`src/rtl/vga_pixel_writer.sv`:
```
// vga_pixel_writer: buffers CPU pixel writes, range-checks them, writes the framebuffer; also sweeps a full-screen clear.
// Latency: a request taken at edge k into an empty FIFO with a free output register shows oFbWe=1 after edge k+1.
// Backpressure: iFbReady low holds the output register; the FIFO then fills and oStall drops further requests.
//
// Ports:
//   Clock, Reset          rising-edge clock, synchronous active-low reset
//   iWrEn/iColor/iCol/iRow  pixel request (one-cycle valid, ignored while oStall)
//   iClear/iClearColor    full-screen clear request and its color
//   iFbReady              framebuffer accepts the presented write this cycle
//   oStall                CPU must hold (FIFO full, clear pending or clear running)
//   oFbWe/oFbAddr/oFbData framebuffer write port (valid/ready, held while not ready)
//   oClipCount            saturating count of out-of-range requests dropped

// Small generic synchronous FIFO: head data is visible combinationally, pop advances it.
// Latency: a pushed entry is at the head one edge after the push when the FIFO was empty.
// Backpressure: the caller must not push when full nor pop when empty; no internal guarding.
module vga_pixel_writer_fifo #(
  parameter int WIDTH = 35,
  parameter int DEPTH = 4
) (
  input  logic                     i_clk,
  input  logic                     i_rst_n,
  input  logic                     i_push,
  input  logic [WIDTH-1:0]         i_push_dat,
  input  logic                     i_pop,
  output logic [WIDTH-1:0]         o_head_dat,
  output logic [$clog2(DEPTH):0]   o_count
);

  localparam int PTR_W = $clog2(DEPTH);
  localparam int CNT_W = $clog2(DEPTH) + 1;

  logic [WIDTH-1:0] r_mem [DEPTH];
  logic [PTR_W-1:0] r_wr_ptr;
  logic [PTR_W-1:0] r_rd_ptr;
  logic [CNT_W-1:0] r_count;

  // Storage carries no reset; only the pointers and occupancy define validity.
  always_ff @(posedge i_clk) begin
    if (i_push) begin
      r_mem[r_wr_ptr] <= i_push_dat;
    end
  end

  // DEPTH is a power of two, so the pointers wrap naturally.
  always_ff @(posedge i_clk) begin
    if (!i_rst_n) begin
      r_wr_ptr <= '0;
      r_rd_ptr <= '0;
      r_count  <= '0;
    end else begin
      if (i_push) begin
        r_wr_ptr <= r_wr_ptr + PTR_W'(1);
      end
      if (i_pop) begin
        r_rd_ptr <= r_rd_ptr + PTR_W'(1);
      end
      r_count <= r_count + CNT_W'(i_push) - CNT_W'(i_pop);
    end
  end

  assign o_head_dat = r_mem[r_rd_ptr];
  assign o_count    = r_count;

endmodule

module vga_pixel_writer #(
  parameter int H_RES      = 256,
  parameter int V_RES      = 384,
  parameter int FIFO_DEPTH = 4,
  parameter int ADDR_W     = 17
) (
  input  logic              Clock,
  input  logic              Reset,
  input  logic              iWrEn,
  input  logic [2:0]        iColor,
  input  logic [15:0]       iCol,
  input  logic [15:0]       iRow,
  input  logic              iClear,
  input  logic [2:0]        iClearColor,
  input  logic              iFbReady,
  output logic              oStall,
  output logic              oFbWe,
  output logic [ADDR_W-1:0] oFbAddr,
  output logic [2:0]        oFbData,
  output logic [15:0]       oClipCount
);

  localparam logic [1:0] ST_RUN   = 2'd0;
  localparam logic [1:0] ST_CLEAR = 2'd1;

  localparam int CNT_W = $clog2(FIFO_DEPTH) + 1;
  localparam int ENT_W = 3 + 16 + 16;

  localparam logic [CNT_W-1:0]  FULL_CNT  = CNT_W'(FIFO_DEPTH);
  localparam logic [15:0]       H_LIM     = 16'(H_RES);
  localparam logic [15:0]       V_LIM     = 16'(V_RES);
  localparam logic [ADDR_W-1:0] H_RES_A   = ADDR_W'(H_RES);
  localparam logic [ADDR_W-1:0] LAST_ADDR = ADDR_W'(H_RES * V_RES - 1);

  // Control and output registers
  logic [1:0]        r_state;
  logic              r_clear_pending;
  logic [2:0]        r_clear_color;
  logic              r_fb_we;
  logic [ADDR_W-1:0] r_fb_addr;
  logic [2:0]        r_fb_data;
  logic [15:0]       r_clip_cnt;

  // Datapath / control wires
  logic [ENT_W-1:0]  w_push_dat;
  logic [ENT_W-1:0]  w_head;
  logic [CNT_W-1:0]  w_fifo_count;
  logic              w_fifo_empty;
  logic              w_fifo_full;
  logic              w_push;
  logic              w_pop;
  logic [2:0]        w_head_color;
  logic [15:0]       w_head_col;
  logic [15:0]       w_head_row;
  logic              w_in_range;
  logic [ADDR_W-1:0] w_lin_addr;
  logic              w_in_clear;
  logic              w_out_load;
  logic              w_clear_accept;
  logic              w_clear_start;
  logic              w_last_accepted;

  // ---------------------------------------------------------------------------
  // Request FIFO
  // ---------------------------------------------------------------------------
  assign w_push_dat = {iColor, iCol, iRow};

  vga_pixel_writer_fifo #(
    .WIDTH (ENT_W),
    .DEPTH (FIFO_DEPTH)
  ) u_req_fifo (
    .i_clk      (Clock),
    .i_rst_n    (Reset),
    .i_push     (w_push),
    .i_push_dat (w_push_dat),
    .i_pop      (w_pop),
    .o_head_dat (w_head),
    .o_count    (w_fifo_count)
  );

  assign w_fifo_empty = (w_fifo_count == '0);
  assign w_fifo_full  = (w_fifo_count == FULL_CNT);

  assign w_head_color = w_head[34:32];
  assign w_head_col   = w_head[31:16];
  assign w_head_row   = w_head[15:0];

  // ---------------------------------------------------------------------------
  // Flow control
  // ---------------------------------------------------------------------------
  // Any encoding other than CLEAR behaves as RUN; the state register is forced
  // back to RUN on the next edge.
  assign w_in_clear = (r_state == ST_CLEAR);

  assign oStall = w_fifo_full | r_clear_pending | w_in_clear;

  // The output register may take a new value when it is empty or its current
  // write is being accepted this cycle.
  assign w_out_load = !r_fb_we || iFbReady;

  assign w_push = iWrEn && !oStall;
  assign w_pop  = !w_in_clear && w_out_load && !w_fifo_empty;

  // ---------------------------------------------------------------------------
  // Range check and linear address
  // ---------------------------------------------------------------------------
  // Range check on the full 16-bit operands. The address arithmetic is done
  // modulo 2^ADDR_W: for in-range requests this equals the low ADDR_W bits of
  // the full 16x16 product, and out-of-range results are never used.
  assign w_in_range = (w_head_col < H_LIM) && (w_head_row < V_LIM);
  assign w_lin_addr = ADDR_W'(w_head_row) * H_RES_A + ADDR_W'(w_head_col);

  // ---------------------------------------------------------------------------
  // Clear sequencing
  // ---------------------------------------------------------------------------
  // A clear is only latched from RUN with nothing already pending.
  assign w_clear_accept = iClear && !w_in_clear && !r_clear_pending;

  // The sweep starts once every earlier request has left: FIFO empty and the
  // output register idle. The first sweep address is loaded at that same edge.
  assign w_clear_start = !w_in_clear && r_clear_pending && w_fifo_empty && !r_fb_we;

  assign w_last_accepted = w_in_clear && r_fb_we && iFbReady && (r_fb_addr == LAST_ADDR);

  // ---------------------------------------------------------------------------
  // State, clear bookkeeping, output register, clip counter
  // ---------------------------------------------------------------------------
  always_ff @(posedge Clock) begin
    if (!Reset) begin
      r_state         <= ST_RUN;
      r_clear_pending <= 1'b0;
      r_clear_color   <= 3'd0;
      r_fb_we         <= 1'b0;
      r_fb_addr       <= '0;
      r_fb_data       <= 3'd0;
      r_clip_cnt      <= 16'd0;
    end else begin
      case (r_state)
        ST_RUN: begin
          if (w_clear_start) begin
            r_state <= ST_CLEAR;
          end
        end
        ST_CLEAR: begin
          if (w_last_accepted) begin
            r_state <= ST_RUN;
          end
        end
        default: r_state <= ST_RUN;
      endcase

      if (w_clear_accept) begin
        r_clear_pending <= 1'b1;
        r_clear_color   <= iClearColor;
      end else if (w_last_accepted) begin
        r_clear_pending <= 1'b0;
      end

      if (w_out_load) begin
        if (w_in_clear) begin
          // In CLEAR the register always holds a sweep write; loading means
          // that write was accepted, so advance or finish.
          if (w_last_accepted) begin
            r_fb_we <= 1'b0;
          end else if (r_fb_we) begin
            r_fb_addr <= r_fb_addr + ADDR_W'(1);
          end
        end else if (w_clear_start) begin
          r_fb_we   <= 1'b1;
          r_fb_addr <= '0;
          r_fb_data <= r_clear_color;
        end else if (w_pop && w_in_range) begin
          r_fb_we   <= 1'b1;
          r_fb_addr <= w_lin_addr;
          r_fb_data <= w_head_color;
        end else begin
          // Nothing to present, or the popped request was clipped.
          r_fb_we <= 1'b0;
        end
      end

      if (w_pop && !w_in_range && (r_clip_cnt != 16'hFFFF)) begin
        r_clip_cnt <= r_clip_cnt + 16'd1;
      end
    end
  end

  assign oFbWe      = r_fb_we;
  assign oFbAddr    = r_fb_addr;
  assign oFbData    = r_fb_data;
  assign oClipCount = r_clip_cnt;

endmodule
```
`config.mk`:
```
export PLATFORM = sky130hd
export DESIGN_NAME = vga_pixel_writer
export DESIGN_NICKNAME = d
export VERILOG_FILES = /design/src/rtl/vga_pixel_writer.sv
export SDC_FILE = /design/constraint.sdc
export NUM_CORES = 1
export LEC_CHECK = 0
export BUFFER_PORTS_ARGS = -buffer_cell sky130_fd_sc_hd__buf_2
export CORE_MARGIN = 8
export CORE_UTILIZATION = 55
export CTS_BUF_LIST = sky130_fd_sc_hd__clkbuf_8
export CTS_CLUSTER_DIAMETER = 200
export CTS_CLUSTER_SIZE = 30
export DETAILED_ROUTE_END_ITERATION = 7
export PLACE_DENSITY = 0.74
export SLEW_MARGIN = 20
export SYNTH_ARGS = -nofsm -noshare
export SYNTH_HDL_FRONTEND = slang
export SYNTH_SLANG_ARGS = --single-unit
```
`constraint.sdc`:
```
create_clock -name Clock -period 5.6 [get_ports Clock]
set_clock_uncertainty 0.2 [all_clocks]
set_input_delay 0.56 -clock Clock [delete_from_list [all_inputs] [get_ports Clock]]
set_output_delay 0.56 -clock Clock [all_outputs]
set_load 0.005 [all_outputs]
```
# Yosys cells after proc, flatten, opt, wreduce, memory -nomap -nowiden
# Memory sizes are Yosys's and may differ from the RTL's. A register that Yosys moved wholly into a read port is not among the register bits.
# Index checks and enable logic that the tools add are counted.
# W data, S select, Z words.
totals:
  reg_bits: 50
  mem_bits_rw: 140
  out_inout_bits: 38
  elab_cells: 81
  memories: 1
memory_table:
  columns: ["memory", "words", "word_bits", "rd", "rd_clocked_by_memory_dff", "write_ports", "line", "rtl"]
  rows:
  - ["u_req_fifo.r_mem", 4, 35, 1, 1, 1, "33", "logic [WIDTH-1:0] r_mem [DEPTH];"]
op_classes:
  add_sub_neg: 7
  order_cmp: 2
  eq_ne: 8
  n_mux: 19
  n_bitwise: 3
  n_reduce_logical: 31
op_table:
  columns: ["op", "n"]
  rows:
  - ["$mux W17", 5]
  - ["$lt A16 B9 Y1 const B", 2]
  - ["$add A17 B1 Y17 const B", 1]
  - ["$add A17 B16 Y17", 1]
  - ["$eq A17 B17 Y1 const B", 1]
  - ["$add A16 B1 Y16 const B", 1]
  - ["$ne A16 B16 Y1 const B", 1]
  - ["$logic_and A1 B1 Y1", 15]
  - ["$mux W2", 4]
  - ["$mux W1", 7]
  - ["$logic_not A1 Y1", 6]
  - ["$mux W3", 2]
  - ["$ne A2 B2 Y1 const B", 3]
  - ["$add A2 B1 Y2 const B", 2]
  - ["$pmux W2 S2", 1]
  - ["$reduce_and A2 Y1", 2]
  - ["$reduce_and A4 Y1", 1]
  - ["$reduce_bool A2 Y1", 2]
  - ["$add A3 B1 Y3", 1]
  - ["$eq A3 B3 Y1 const B", 1]
  - ["$logic_not A3 Y1", 1]
  - ["$reduce_and A3 Y1", 1]
  - ["$reduce_bool A3 Y1", 1]
  - ["$sub A3 B1 Y3", 1]
  - ["other kinds (6)", 7]

# Longest topological paths before layout
depth:
  depth_word: 8
  depth_mapped: 13
  ltp_nobuf: 11

# By module
# A second synthesis with hierarchy kept.
unflattened:
  hier_cells: 554
  area_unflattened_um2: 8182.8
modules_own_cells:
  columns: ["module", "n_inst", "cells_per_inst", "area_each_um2"]
  rows:
  - ["vga_pixel_writer_fifo", 1, 224, 5534.1]
  - ["vga_pixel_writer", 1, 330, 2648.8]

# Least setup slack after synthesis
# No wires, ideal clock.
synth_timing:
  path_kind: "register to register"
  from: "register with a tool-made name"
  to: "register r_fb_addr[14] (netlist: oFbAddr[14])"
  setup_time_ps: 86
  arrival_ps: 3505
  path_slack_ps: 1808
  stages_incl_launch_ff: 14
  cell_sequence: "dfxtp_1 buf_6 buf_6 buf_2 buf_1 mux4_2 ha_1 fa_1 a21oi_1 o211ai_1 nor2_1 xnor2_1 a22oi_1 a221oi_2"
synth_rtl:
  columns: ["item", "line", "rtl"]
  rows:
  - ["end signal: assignment", "232", "r_fb_addr <= r_fb_addr + ADDR_W'(1);"]
  - ["end signal: assignment", "240", "r_fb_addr <= w_lin_addr;"]
  - ["end: declaration", "106", "logic [ADDR_W-1:0] r_fb_addr;"]

==> impl_metrics.yaml <==
run_status:
  outcome: "finished, final reports clean"
global_route:
  grt_max_degree: 37
  grt_pass1_vias: 5270
  grt_remaining_overflow: 0
  antenna_found_initial: 0
  grt_pass1_wl_um: 26800
  grt_use_total_pct: 18.5
worst_hold_path:
  hp-class: "primary input to register"
  hold_depth: 1
setup_path:
  cp_max_fo: 17
  startpoint_type: "register"
  critical-path-max-stage-delay_ps: 870
  cp.arrival_ps: 3750
  crit_chain: "buf_4 -> mux4_2 -> or4_4 -> nor2_4 -> o211a_1 -> nor2_2 -> a311o_1"
  reg2reg_depth: 7
  critPathCaptureType: "register"
  crit_type: "register to register"
  cp.required_ps: 5750
  cpMaxStageDelayCell: "dfxtp_1"
clock_network:
  holdBufCountCts: 0
  cts-root-buf: "clkbuf_8"
  clk_pin_slew_ps: 100
  numCtsBuffers: 17
  post_cts_buffers: 0
  cts_sinks: 191
  cts_resized: 0
  htreeDepth: 4
  cts_tree: "built"
  cts_buffer_depth: 2
  insertion_delay_ps: 460
sta:
  relSlewSlack_pct: 27.2
  max_freq_mhz: 278
  final_max_slew_viol_count: 0
  fin_tns_setup_ps: 0
  setup_ws_ps: 2000
  setup_violations: 0
  holdWs_ps: 111
  tightest_slew_ps: 1090
  fin_crit_sh_pct: 64.2
  rsz0062_at_grt: "false"
  hold_violations: 0
  period_needed_ps: 3600
placed_design:
  placed_cells: 816
  place_ws_ps: 1990
  gp_congestion: 0.851
  io_buffers: 80
  hpwl_um: 11400
  placed_area_um2: 8660
final_layout:
  design_area_um2: 9030
  antenna_cells: 0
  fillers: 1085
  nNetsFinal: 712
  finish.utilization_pct: 62.4
  stdcell_count: 847
  drive_gt1_share_pct: 24.1
  syn_to_final_growth_pct: 11.2
floorplan:
  rows: 44
  die_w_um: 138
  die_y_um: 138
  start_util_pct: 56.1
  core_um2: 14500
  dieArea_um2: 18900
  ios: 81
detailed_routing:
  vias_per_cell: 6.15
  drtPass1Iterations: 7
  drcViolationCount: 0
  ant_nets: 0
  vias: 5206
  wl_per_cell_um: 19.9
  drtIter0Drc: 547
  wl_um: 16800
job:
  maxCapViolCount: 0
synthesis:
  synth.avg_cell_area_um2: 14.2
  ys_seq_elements: 191
  yosysTopAreaCellShare_pct: 51.8
  ys_seq_area_share_pct: 64.3
  yosys-top-cells-area: "edfxtp_1 52%, dfxtp_1 13%, mux4_2 7.8%"
  synth_cells: 571
  synth_nets: 632
  synth_flop_cell: "edfxtp_1"
  synth_cell_type_count: 60
  synth_enable_flop_cells: 140
  async_flop_share_pct: 0
  syn_area_um2: 8120
  yosysWarnings: 0
  synth_top_area_cell: "edfxtp_1"
power_and_ir_drop:
  p_leak_nw: 3.14
  vdd_drop_max_v: 0.000267
  fin_total_pwr_mw: 3.87
  pwr_density_cell_nw_per_um2: 428
layout by cell type (no fill, tap or decap), drive strengths merged, types with 2 or more instances in the layout:
master,synthesis,layout
mux2,3,3
buf,12,89
nor2,28,28
and4,2,2
a21oi,25,25
or4,13,13
nand3,31,31
ha,16,16
edfxtp,140,140
nor4,7,7
a211oi,7,7
o221a,2,2
xnor2,10,10
o31ai,9,9
fa,2,2
mux4,28,28
a21o,2,2
xor2,6,6
clkbuf,16,17
a22oi,9,9
inv,15,23
nor2b,3,3
nand2,31,31
a31oi,9,9
nor3b,2,2
nor3,16,16
o21a,3,3
nand4,9,9
o21ai,11,11
o41ai,6,6
clkinvlp,0,4
o211ai,3,3
dfxtp,51,51
o21bai,3,3
clkinv,1,2
mux2i,7,7
o311ai,3,3
and2,6,6
nand2b,5,5
and3,8,8
metal layers:
metal | vias to the layer above | routed length, um | global-route usage, %
li1 | 2407 | - | -
met2 | 215 | 7980 | 29.1
met1 | 2567 | 7390 | 25.2
met3 | 17 | 1270 | 4.38
met4 | 0 | 176 | 5.61
met5 | - | 0 | 0
power breakdown:
group,leakage [nW],switching (mW),internal (mW)
clock,0.182,0.487,0.358
combinational,1.27,0.655,0.538
sequential,1.69,0.144,1.68
total,3.14,1.29,2.58
logic make-up after synthesis:
family	Yosys count	share of synthesized area (%)
adder cells (fa/ha/maj)	18	2.96
flip-flops	191	64.3
multiplexers	38	9.04
AND/OR/NAND/NOR	165	10.9
buffers and inverters	44	2.70
AO/OA/AOI/OAI	99	8.32
XOR/XNOR	16	1.73
sequential cells by signal, summed over array words and instances, names as in the netlist, named ones only:
register and flops:
oFbData 3, r_state 1, u_req_fifo.o_count 3, r_clear_pending 1
oClipCount 16, u_req_fifo.r_rd_ptr 2, oFbWe 1, u_req_fifo.r_wr_ptr 2
u_req_fifo.r_mem 140, r_clear_color 3, oFbAddr 17
critical path, delay by kind of cell, from the launching register on:
kind	cells	cell delay, ps
multiplexers	1	340
flip-flops	1	870
AND/OR/NAND/NOR	3	810
AO/OA/AOI/OAI	2	950
buffers and inverters	1	320
synth_stat cells (10+ instances only):
cell / instances
xnor2_1: 10
ha_1: 16
inv_1: 15
nand3_1: 31
nand2_1: 31
mux4_2: 28
edfxtp_1: 140
nor2_1: 26
clkbuf_1: 16
a21oi_1: 25
nor3_1: 15
dfxtp_1: 51
path summary, 6_finish.rpt:
path	start	end	slack, ps
worst max-delay path	register	oFbAddr[11]$_SDFFE_PN0P_	2000
worst min-delay path	iRow[3]	u_req_fifo.r_mem[3][3]$_DFFE_PP_	110
worst max register to register	register	oFbAddr[11]$_SDFFE_PN0P_	2000
worst min register to register	oClipCount[5]$_SDFFE_PN0P_	oClipCount[5]$_SDFFE_PN0P_	300
layout make-up:
| class | count | area, um^2 | share of cell area (%) |
|---|---|---|---|
| flip-flops and latches | 191 | 5230 | 57.9 |
| multi-input cells | 336 | 2680 | 29.7 |
| repair buffers | 89 | 468 | 5.18 |
| clock buffers | 17 | 234 | 2.59 |
| well taps | 184 | 230 | 2.55 |
| clock inverters | 14 | 134 | 1.48 |
| inverters | 16 | 60.1 | 0.665 |
Power figures use the tool's default switching activity.
